===== src/rtl/mips32_pipe_fwd.sv =====
// Five-stage MIPS32-subset pipeline (IF/ID/EX/MEM/WB) with EX-stage operand forwarding
// or, when FWD_EN is 0, a stall-only interlock. Branches resolve in EX.
module mips32_pipe_fwd #(
  parameter int unsigned XLEN    = 32,
  parameter int unsigned IMEM_AW = 10,
  parameter int unsigned DMEM_AW = 10,
  parameter int unsigned FWD_EN  = 1
) (
  input  logic               clk,
  input  logic               rst,
  output logic [IMEM_AW-1:0] imem_addr,
  input  logic [31:0]        imem_rdata,
  output logic [DMEM_AW-1:0] dmem_addr,
  output logic [XLEN-1:0]    dmem_wdata,
  output logic               dmem_we,
  input  logic [XLEN-1:0]    dmem_rdata,
  output logic               halted,
  output logic               retire_valid,
  input  logic [4:0]         dbg_raddr,
  output logic [XLEN-1:0]    dbg_rdata
);
  localparam logic [5:0] OpAdd = 6'd0, OpSub = 6'd1, OpAnd = 6'd2, OpOr = 6'd3, OpSlt = 6'd4;
  localparam logic [5:0] OpMul = 6'd5, OpLw = 6'd8, OpSw = 6'd9, OpAddi = 6'd10;
  localparam logic [5:0] OpSubi = 6'd11, OpSlti = 6'd12, OpBneqz = 6'd13, OpBeqz = 6'd14;
  localparam logic [5:0] OpHlt = 6'd63;
  localparam logic [IMEM_AW-1:0] PcOne = IMEM_AW'(1);

  logic [XLEN-1:0]    regs_q [32];
  logic [IMEM_AW-1:0] pc_q, pc_d;
  logic               halted_q, halted_d, fetch_off_q, fetch_off_d;
  logic               ifid_v_q, ifid_v_d;
  logic [31:0]        ifid_ir_q, ifid_ir_d;
  logic [IMEM_AW-1:0] ifid_npc_q, ifid_npc_d;
  logic               idex_v_q, idex_wr_q;
  logic [5:0]         idex_op_q;
  logic [4:0]         idex_rs_q, idex_rt_q, idex_dst_q;
  logic [XLEN-1:0]    idex_a_q, idex_b_q, idex_imm_q;
  logic [IMEM_AW-1:0] idex_npc_q;
  logic               exmem_v_q, exmem_wr_q;
  logic [5:0]         exmem_op_q;
  logic [4:0]         exmem_dst_q;
  logic [XLEN-1:0]    exmem_alu_q, exmem_b_q;
  logic               memwb_v_q, memwb_wr_q;
  logic [5:0]         memwb_op_q;
  logic [4:0]         memwb_dst_q;
  logic [XLEN-1:0]    memwb_res_q;

  // ID stage decode
  logic [5:0]      id_op;
  logic [4:0]      id_rs, id_rt, id_dst;
  logic            id_rr, id_use_rs, id_use_rt, id_wr, id_hlt;
  logic [XLEN-1:0] id_a, id_b, id_imm;
  logic            wb_wr, hit_ex, hit_mem, stall;

  function automatic logic reads_reg(input logic use_rs, input logic use_rt,
                                     input logic [4:0] rs, input logic [4:0] rt,
                                     input logic [4:0] dst);
    return (dst != 5'd0) && ((use_rs && rs == dst) || (use_rt && rt == dst));
  endfunction

  always_comb begin
    case (ifid_ir_q[31:26])
      OpAdd, OpSub, OpAnd, OpOr, OpSlt, OpMul, OpLw, OpSw, OpAddi, OpSubi, OpSlti, OpBneqz,
      OpBeqz, OpHlt: id_op = ifid_ir_q[31:26];
      default:       id_op = OpHlt;
    endcase
    id_rs     = ifid_ir_q[25:21];
    id_rt     = ifid_ir_q[20:16];
    id_rr     = id_op <= OpMul;
    id_use_rs = id_op != OpHlt;
    id_use_rt = id_rr || id_op == OpSw;
    id_wr     = id_rr || id_op == OpLw || (id_op inside {OpAddi, OpSubi, OpSlti});
    id_dst    = id_rr ? ifid_ir_q[15:11] : id_rt;
    id_hlt    = ifid_v_q && id_op == OpHlt;
    id_imm    = {{(XLEN-16){ifid_ir_q[15]}}, ifid_ir_q[15:0]};
    wb_wr     = memwb_v_q && memwb_wr_q && memwb_dst_q != 5'd0;
    // Write-first register file: WB result bypasses the array read in the same cycle
    id_a      = (wb_wr && memwb_dst_q == id_rs) ? memwb_res_q : regs_q[id_rs];
    id_b      = (wb_wr && memwb_dst_q == id_rt) ? memwb_res_q : regs_q[id_rt];
    hit_ex    = idex_v_q && idex_wr_q &&
                reads_reg(id_use_rs, id_use_rt, id_rs, id_rt, idex_dst_q);
    hit_mem   = exmem_v_q && exmem_wr_q &&
                reads_reg(id_use_rs, id_use_rt, id_rs, id_rt, exmem_dst_q);
    stall     = ifid_v_q && ((FWD_EN != 0) ? (hit_ex && idex_op_q == OpLw)
                                           : (hit_ex || hit_mem));
  end

  // EX stage: forwarding, ALU, branch resolution
  logic [XLEN-1:0]    ex_a, ex_b, ex_src2, ex_alu;
  logic               ex_taken;
  logic [IMEM_AW-1:0] ex_target;

  always_comb begin
    ex_a = idex_a_q;
    ex_b = idex_b_q;
    if (FWD_EN != 0) begin
      if (exmem_v_q && exmem_wr_q && exmem_dst_q != 5'd0 && exmem_dst_q == idex_rs_q) begin
        ex_a = exmem_alu_q;
      end else if (wb_wr && memwb_dst_q == idex_rs_q) begin
        ex_a = memwb_res_q;
      end
      if (exmem_v_q && exmem_wr_q && exmem_dst_q != 5'd0 && exmem_dst_q == idex_rt_q) begin
        ex_b = exmem_alu_q;
      end else if (wb_wr && memwb_dst_q == idex_rt_q) begin
        ex_b = memwb_res_q;
      end
    end
    ex_src2 = (idex_op_q <= OpMul) ? ex_b : idex_imm_q;
    case (idex_op_q)
      OpAdd, OpAddi, OpLw, OpSw: ex_alu = ex_a + ex_src2;
      OpSub, OpSubi:             ex_alu = ex_a - ex_src2;
      OpAnd:                     ex_alu = ex_a & ex_src2;
      OpOr:                      ex_alu = ex_a | ex_src2;
      OpSlt, OpSlti:             ex_alu = {{(XLEN-1){1'b0}}, $signed(ex_a) < $signed(ex_src2)};
      OpMul:                     ex_alu = ex_a * ex_src2;
      default:                   ex_alu = '0;
    endcase
    ex_taken  = idex_v_q && ((idex_op_q == OpBeqz && ex_a == '0) ||
                             (idex_op_q == OpBneqz && ex_a != '0));
    ex_target = idex_npc_q + idex_imm_q[IMEM_AW-1:0];
  end

  // Fetch control: a taken branch overrides both the stall and the HLT fetch stop
  always_comb begin
    pc_d        = pc_q + PcOne;
    ifid_v_d    = 1'b1;
    ifid_ir_d   = imem_rdata;
    ifid_npc_d  = pc_q + PcOne;
    fetch_off_d = fetch_off_q || (id_hlt && !ex_taken);
    halted_d    = halted_q || (memwb_v_q && memwb_op_q == OpHlt);
    if (ex_taken) begin
      pc_d     = ex_target;
      ifid_v_d = 1'b0;
    end else if (stall) begin
      pc_d       = pc_q;
      ifid_v_d   = ifid_v_q;
      ifid_ir_d  = ifid_ir_q;
      ifid_npc_d = ifid_npc_q;
    end else if (fetch_off_q || id_hlt) begin
      pc_d     = pc_q;
      ifid_v_d = 1'b0;
    end
  end

  always_ff @(posedge clk) begin
    if (rst) begin
      pc_q        <= '0;
      halted_q    <= 1'b0;
      fetch_off_q <= 1'b0;
      ifid_v_q    <= 1'b0;
      ifid_ir_q   <= '0;
      ifid_npc_q  <= '0;
      idex_v_q    <= 1'b0;
      idex_wr_q   <= 1'b0;
      idex_op_q   <= '0;
      idex_rs_q   <= '0;
      idex_rt_q   <= '0;
      idex_dst_q  <= '0;
      idex_a_q    <= '0;
      idex_b_q    <= '0;
      idex_imm_q  <= '0;
      idex_npc_q  <= '0;
      exmem_v_q   <= 1'b0;
      exmem_wr_q  <= 1'b0;
      exmem_op_q  <= '0;
      exmem_dst_q <= '0;
      exmem_alu_q <= '0;
      exmem_b_q   <= '0;
      memwb_v_q   <= 1'b0;
      memwb_wr_q  <= 1'b0;
      memwb_op_q  <= '0;
      memwb_dst_q <= '0;
      memwb_res_q <= '0;
    end else if (!halted_q) begin
      pc_q        <= pc_d;
      halted_q    <= halted_d;
      fetch_off_q <= fetch_off_d;
      ifid_v_q    <= ifid_v_d;
      ifid_ir_q   <= ifid_ir_d;
      ifid_npc_q  <= ifid_npc_d;
      idex_v_q    <= ifid_v_q && !stall && !ex_taken;
      idex_wr_q   <= ifid_v_q && !stall && !ex_taken && id_wr;
      idex_op_q   <= id_op;
      idex_rs_q   <= id_rs;
      idex_rt_q   <= id_rt;
      idex_dst_q  <= id_dst;
      idex_a_q    <= id_a;
      idex_b_q    <= id_b;
      idex_imm_q  <= id_imm;
      idex_npc_q  <= ifid_npc_q;
      exmem_v_q   <= idex_v_q;
      exmem_wr_q  <= idex_wr_q;
      exmem_op_q  <= idex_op_q;
      exmem_dst_q <= idex_dst_q;
      exmem_alu_q <= ex_alu;
      exmem_b_q   <= ex_b;
      memwb_v_q   <= exmem_v_q;
      memwb_wr_q  <= exmem_wr_q;
      memwb_op_q  <= exmem_op_q;
      memwb_dst_q <= exmem_dst_q;
      memwb_res_q <= (exmem_op_q == OpLw) ? dmem_rdata : exmem_alu_q;
    end
  end

  always_ff @(posedge clk) begin
    if (rst) begin
      for (int i = 0; i < 32; i++) regs_q[i] <= '0;
    end else if (wb_wr && !halted_q) begin
      regs_q[memwb_dst_q] <= memwb_res_q;
    end
  end

  assign imem_addr    = pc_q;
  assign dmem_addr    = exmem_alu_q[DMEM_AW-1:0];
  assign dmem_wdata   = exmem_b_q;
  assign dmem_we      = exmem_v_q && exmem_op_q == OpSw && !halted_q && !rst;
  assign halted       = halted_q && !rst;
  assign retire_valid = memwb_v_q && !halted_q && !rst;
  assign dbg_rdata    = regs_q[dbg_raddr];
endmodule

===== config.mk =====
export PLATFORM = sky130hd
export DESIGN_NAME = mips32_pipe_fwd
export DESIGN_NICKNAME = d
export VERILOG_FILES = /design/src/rtl/mips32_pipe_fwd.sv
export SDC_FILE = /design/constraint.sdc
export NUM_CORES = 2
export LEC_CHECK = 0
export BUFFER_PORTS_ARGS = -buffer_cell sky130_fd_sc_hd__buf_2
export CORE_ASPECT_RATIO = 0.7
export CORE_UTILIZATION = 40
export DETAILED_ROUTE_END_ITERATION = 6
export HOLD_SLACK_MARGIN = 0.03
export SLEW_MARGIN = 25
export SYNTH_ARGS = -nofsm -noshare
export SYNTH_HDL_FRONTEND = slang
export SYNTH_SLANG_ARGS = --single-unit

===== constraint.sdc =====
create_clock -name clk -period 7.98 [get_ports clk]
set_clock_uncertainty 0.05 [all_clocks]
set_input_delay 1.596 -clock clk [delete_from_list [all_inputs] [get_ports clk]]
set_output_delay 1.596 -clock clk [all_outputs]
set_load 0.02 [all_outputs]

==> summary.md <==
| Metric | Value |
|---|---|
| Final Slew Violations | 0 |
| DIE AREA | 241,000 um^2 |
| # DRC | 11 |
| Pwr Total | 21.9 mW |
| CP Buf/Inv Count | 11 |
| Post-synth EDFFs | roughly 1,000 |
| Antenna violations before repair | 38 |
| Final nets | 8,992 |
| Largest stage delay, worst path | ~580 ps |
| Initial Utilization | 40.4% |
| Remaining global-route overflow | 0 |
| R2r endpoint | exmem_alu_q[20]$_SDFFE_PP0N_ |
| Endpoint class of the critical path | register |
| Lkg Pwr | 42.8 nW |
| Syn Inst Count | 7,770 |
| Failing checks | DRC, setup timing |
| Ys flop type | edfxtp_1 |
| Layout cells sized above 1 | 32.2% |
| Hold path depth | 2 |
| First-pass DRT Iterations | 7 |
| Worst hold endpoint | ifid_npc_q[1]$_SDFFE_PP0P_ |
| Setup Crit Path Kind | register to register |
| Fin Hold WS | about 400 ps |
| Clk pwr share | 31.9% |
| Largest net degree at the start of global routing | 98 |
| Io pins | between 150 and 200 |
| Power per cell area | roughly 190 nW/um^2 |
| DIE WIDTH | 586 um |
| Area growth, synth to finish | 17.7% |
| 1st-iter DRT viols | 13,100 |
| Max Root-Sink Buffers | 4 |
| Root buf cell | clkbuf_16 |
| Vias per cell | around 6.5 |
| H-tree depth | 4 |
| Int Pwr | 14.5 mW |
| CTS clk-pin slew, worst paths | 60 ps |
| Maximum clock frequency | approximately 110 MHz |
| Port bufs | between 150 and 200 |
| Fin crit share | 113% |
| Vias | between 70,000 and 80,000 |
| Gate family responsible for the most delay along the worst path | adder cells |
| Sw Share | 33.9% |
| FF+latch count, synth | 1,314 |
| TritonCTS buffer count | 151 |
| Netlist Area Pre-Place | 95,500 um^2 |
| Slowest CP cell | fa_2 |
| Slew headroom | between 15 and 20% |
| ANT nets after route | 0 |
| Switch Pwr | 7.42 mW |
| FF-to-FF Start | exmem_dst_q[0]$_SDFFE_PP0N_ |
| Worst EP required | 8600 ps |
| Register-to-Register Path Depth | 36 |
| Number of distinct library cells after synthesis | 103 |
| Total of max-cap violations | 0 |
| Worst reg2reg setup slack | -1060 ps |
| Number of global-route vias before repair | 70,700 |
| CTS tree | yes |
| Worst-margin pin slew | 1250 ps |
| Status | complete, but fails checks |
| Chip height | 411 um |
| Hold Fails Final Rpt | 0 |
| Final setup margin | -1060 ps |
| YS warnings | 0 |
| Placed Cells | between 10,000 and 15,000 |
| Worst-skew pair later-pin latency | ~800 ps |
| RD Place Congestion | 1.08 |
| Peak supply drop | 226 uV |
| CP arrival | around 9700 ps |
| Worst Setup Start Kind | register |
| Hold Crit Start | ifid_npc_q[1]$_SDFFE_PP0P_ |
| WL final | 428,000 um |
| Hold crit path type | register to register |
| Final setup vio count | 20 |
| Final Util | a little under half |
| Combinational fraction of design power | between 30% and 40% |
| Seq pwr share | 36.4% |
| Crit path max fanout | 6 |
| Asr flop ratio synth | 0% |
| Row count | ~150 |
| Clk sinks | 1,314 |
| RSZ-0062 raised after global routing | true |
| Syn Area/Cell | 12.3 um^2 |
| Final setup TNS | -14,870 ps |
| Dpl hpwl | 292,000 um |
| Minimum clock period | 9040 ps |
| First-pass GRT wire length | ~580,000 um |
| Post-synthesis sequential area ratio | 38.3% |
| Core Box Area | 237,000 um^2 |
| Total GRT Usage | 35.2% |
| Final cell count without fillers | between 10,000 and 15,000 |
| Routed WL per cell | 37.0 um |
-- synthesized netlist by cell type, drive strengths merged, types with 35 or more instances --
cell       n  area, um^2
clkbuf   572        2150
fa       411        8230
mux2      35         394
ha       229        2870
o21ai    150         807
dfxtp    290        5810
mux2i    228        2310
xor2      44         385
nor2     763        2870
nand3     46         235
inv      479        1800
edfxtp  1024       30700
or2       42         263
buf      149         732
xnor2     86         753
a31oi     39         272
mux4     960       21600
and2    1009        6310
nand4     36         225
nor3      38         190
a211oi    85         643
a21oi    288        1470
nand2    406        1530
-- sequential cells by signal, indices dropped and copies added (netlist names), 5 cells and up --
signal and count:
exmem_op_q 6, exmem_alu_q 32, memwb_dst_q 5, imem_addr 10, idex_npc_q 10, idex_op_q 6, memwb_op_q 6, idex_imm_q 16
ifid_ir_q 32, ifid_npc_q 10, idex_dst_q 5, idex_rt_q 5, exmem_dst_q 5, idex_b_q 32, memwb_res_q 32, regs_q 1024
dmem_wdata 32, idex_a_q 32, idex_rs_q 5
-- how the worst max path moves through the flow --
stage / start / to / slack [ps] / cells past startpoint
5_1_grt: memwb_dst_q[3]$_SDFFE_PP0N_ / exmem_alu_q[31]$_SDFFE_PP0N_ / -1190 / 37
3_3_place_gp: memwb_dst_q[2]$_SDFFE_PP0N_ / exmem_alu_q[29]$_SDFFE_PP0N_ / -1420 / 34
6_report: exmem_dst_q[0]$_SDFFE_PP0N_ / exmem_alu_q[20]$_SDFFE_PP0N_ / -1060 / 36
4_1_cts: exmem_dst_q[2]$_SDFFE_PP0N_ / exmem_alu_q[29]$_SDFFE_PP0N_ / -900 / 36
2_1_floorplan: exmem_dst_q[0]$_SDFFE_PP0N_ / exmem_alu_q[31]$_SDFFE_PP0N_ / -90 / 32
3_5_place_dp: memwb_dst_q[2]$_SDFFE_PP0N_ / exmem_alu_q[29]$_SDFFE_PP0N_ / -1480 / 34
-- final cells by class --
class                      count  area [um^2]
tap                         3171         3970
fill                       20900       124000
clock inverter                64          589
clock buffer                 194         4100
sequential                  1314        36600
multi-input combinational   5281        56300
inverter                     486         1860
antenna                       21         52.6
timing repair buffer        1047         8920
-- kinds of logic (layout without fill, tap and decap cells) --
| family | after synthesis | after routing | share of synthesized area [%] |
|---|---|---|---|
| AND/OR/NAND/NOR | 2449 | 2450 | 12.9 |
| AO/OA/AOI/OAI | 799 | 799 | 5.44 |
| multiplexers | 1223 | 1223 | 25.5 |
| XOR/XNOR | 137 | 137 | 1.36 |
| other | 1 | 53 | 0.00392 |
| buffers and inverters | 1207 | 1791 | 4.93 |
| flip-flops | 1314 | 1314 | 38.3 |
| adder cells (fa/ha/maj) | 640 | 640 | 11.6 |
-- worst reg2reg max path: cells and delay by family (launching register included) --
family	cells	cell delay, ps
buffers and inverters	11	1480
xor gates and xnor gates	1	270
AOI/OAI and AO/OA	10	1870
and+or+nand+nor	5	1120
adders and majority gates	9	3790
DFF	1	320
-- per-stage QoR --
step	cell area, um^2	worst slack [ps]
after floorplan	96100	-88.5
after detailed placement	105000	-1480
final	112000	-1060
after CTS	111000	-900
after global routing	112000	-1190
after global placement	105000	-1420
-- power groups by stage --
stage	combinational (mW)	clock (mW)	sequential, mW
floorplan	3.31	0	7.93
global placement	6.08	0	8.06
detailed placement	6.10	0	8.08
CTS	6.43	7.03	7.94
global route	7.14	7.25	7.98
finish	6.92	6.99	7.96
-- timing repair --
action                                  CTS  global route
resized for setup                       262           163
buffers inserted                         46            37
endpoints found under the setup margin   19            21
hold buffers                              0             0
pin swaps                                79           103
gates cloned                              4             1
-- cells in the final DEF (no fill, tap or decap), types with 59 or more instances in the layout --
cell          n
nand2_1     391
edfxtp_1   1024
ha_1        198
and2_1     1007
dfxtp_1     271
xnor2_1      75
a21oi_1     267
mux2i_1     222
buf_12       89
inv_1       421
mux4_2      960
fa_1        352
nor2_1      677
clkbuf_16   156
buf_4       746
o21ai_0      95
buf_2       152
fa_2         59
a211oi_1     80
-- per-layer routing --
layer | vias to the layer above | global-route usage [%] | wire length, um
met1 | 38200 | 51.8 | 173000
met2 | 6314 | 44.4 | 162000
met3 | 901 | 16.4 | 75300
met4 | 8 | 12.4 | 17900
li1 | 29300 | - | -
met5 | - | 0.514 | 209
No activity file was read; power rests on OpenSTA's default activity.
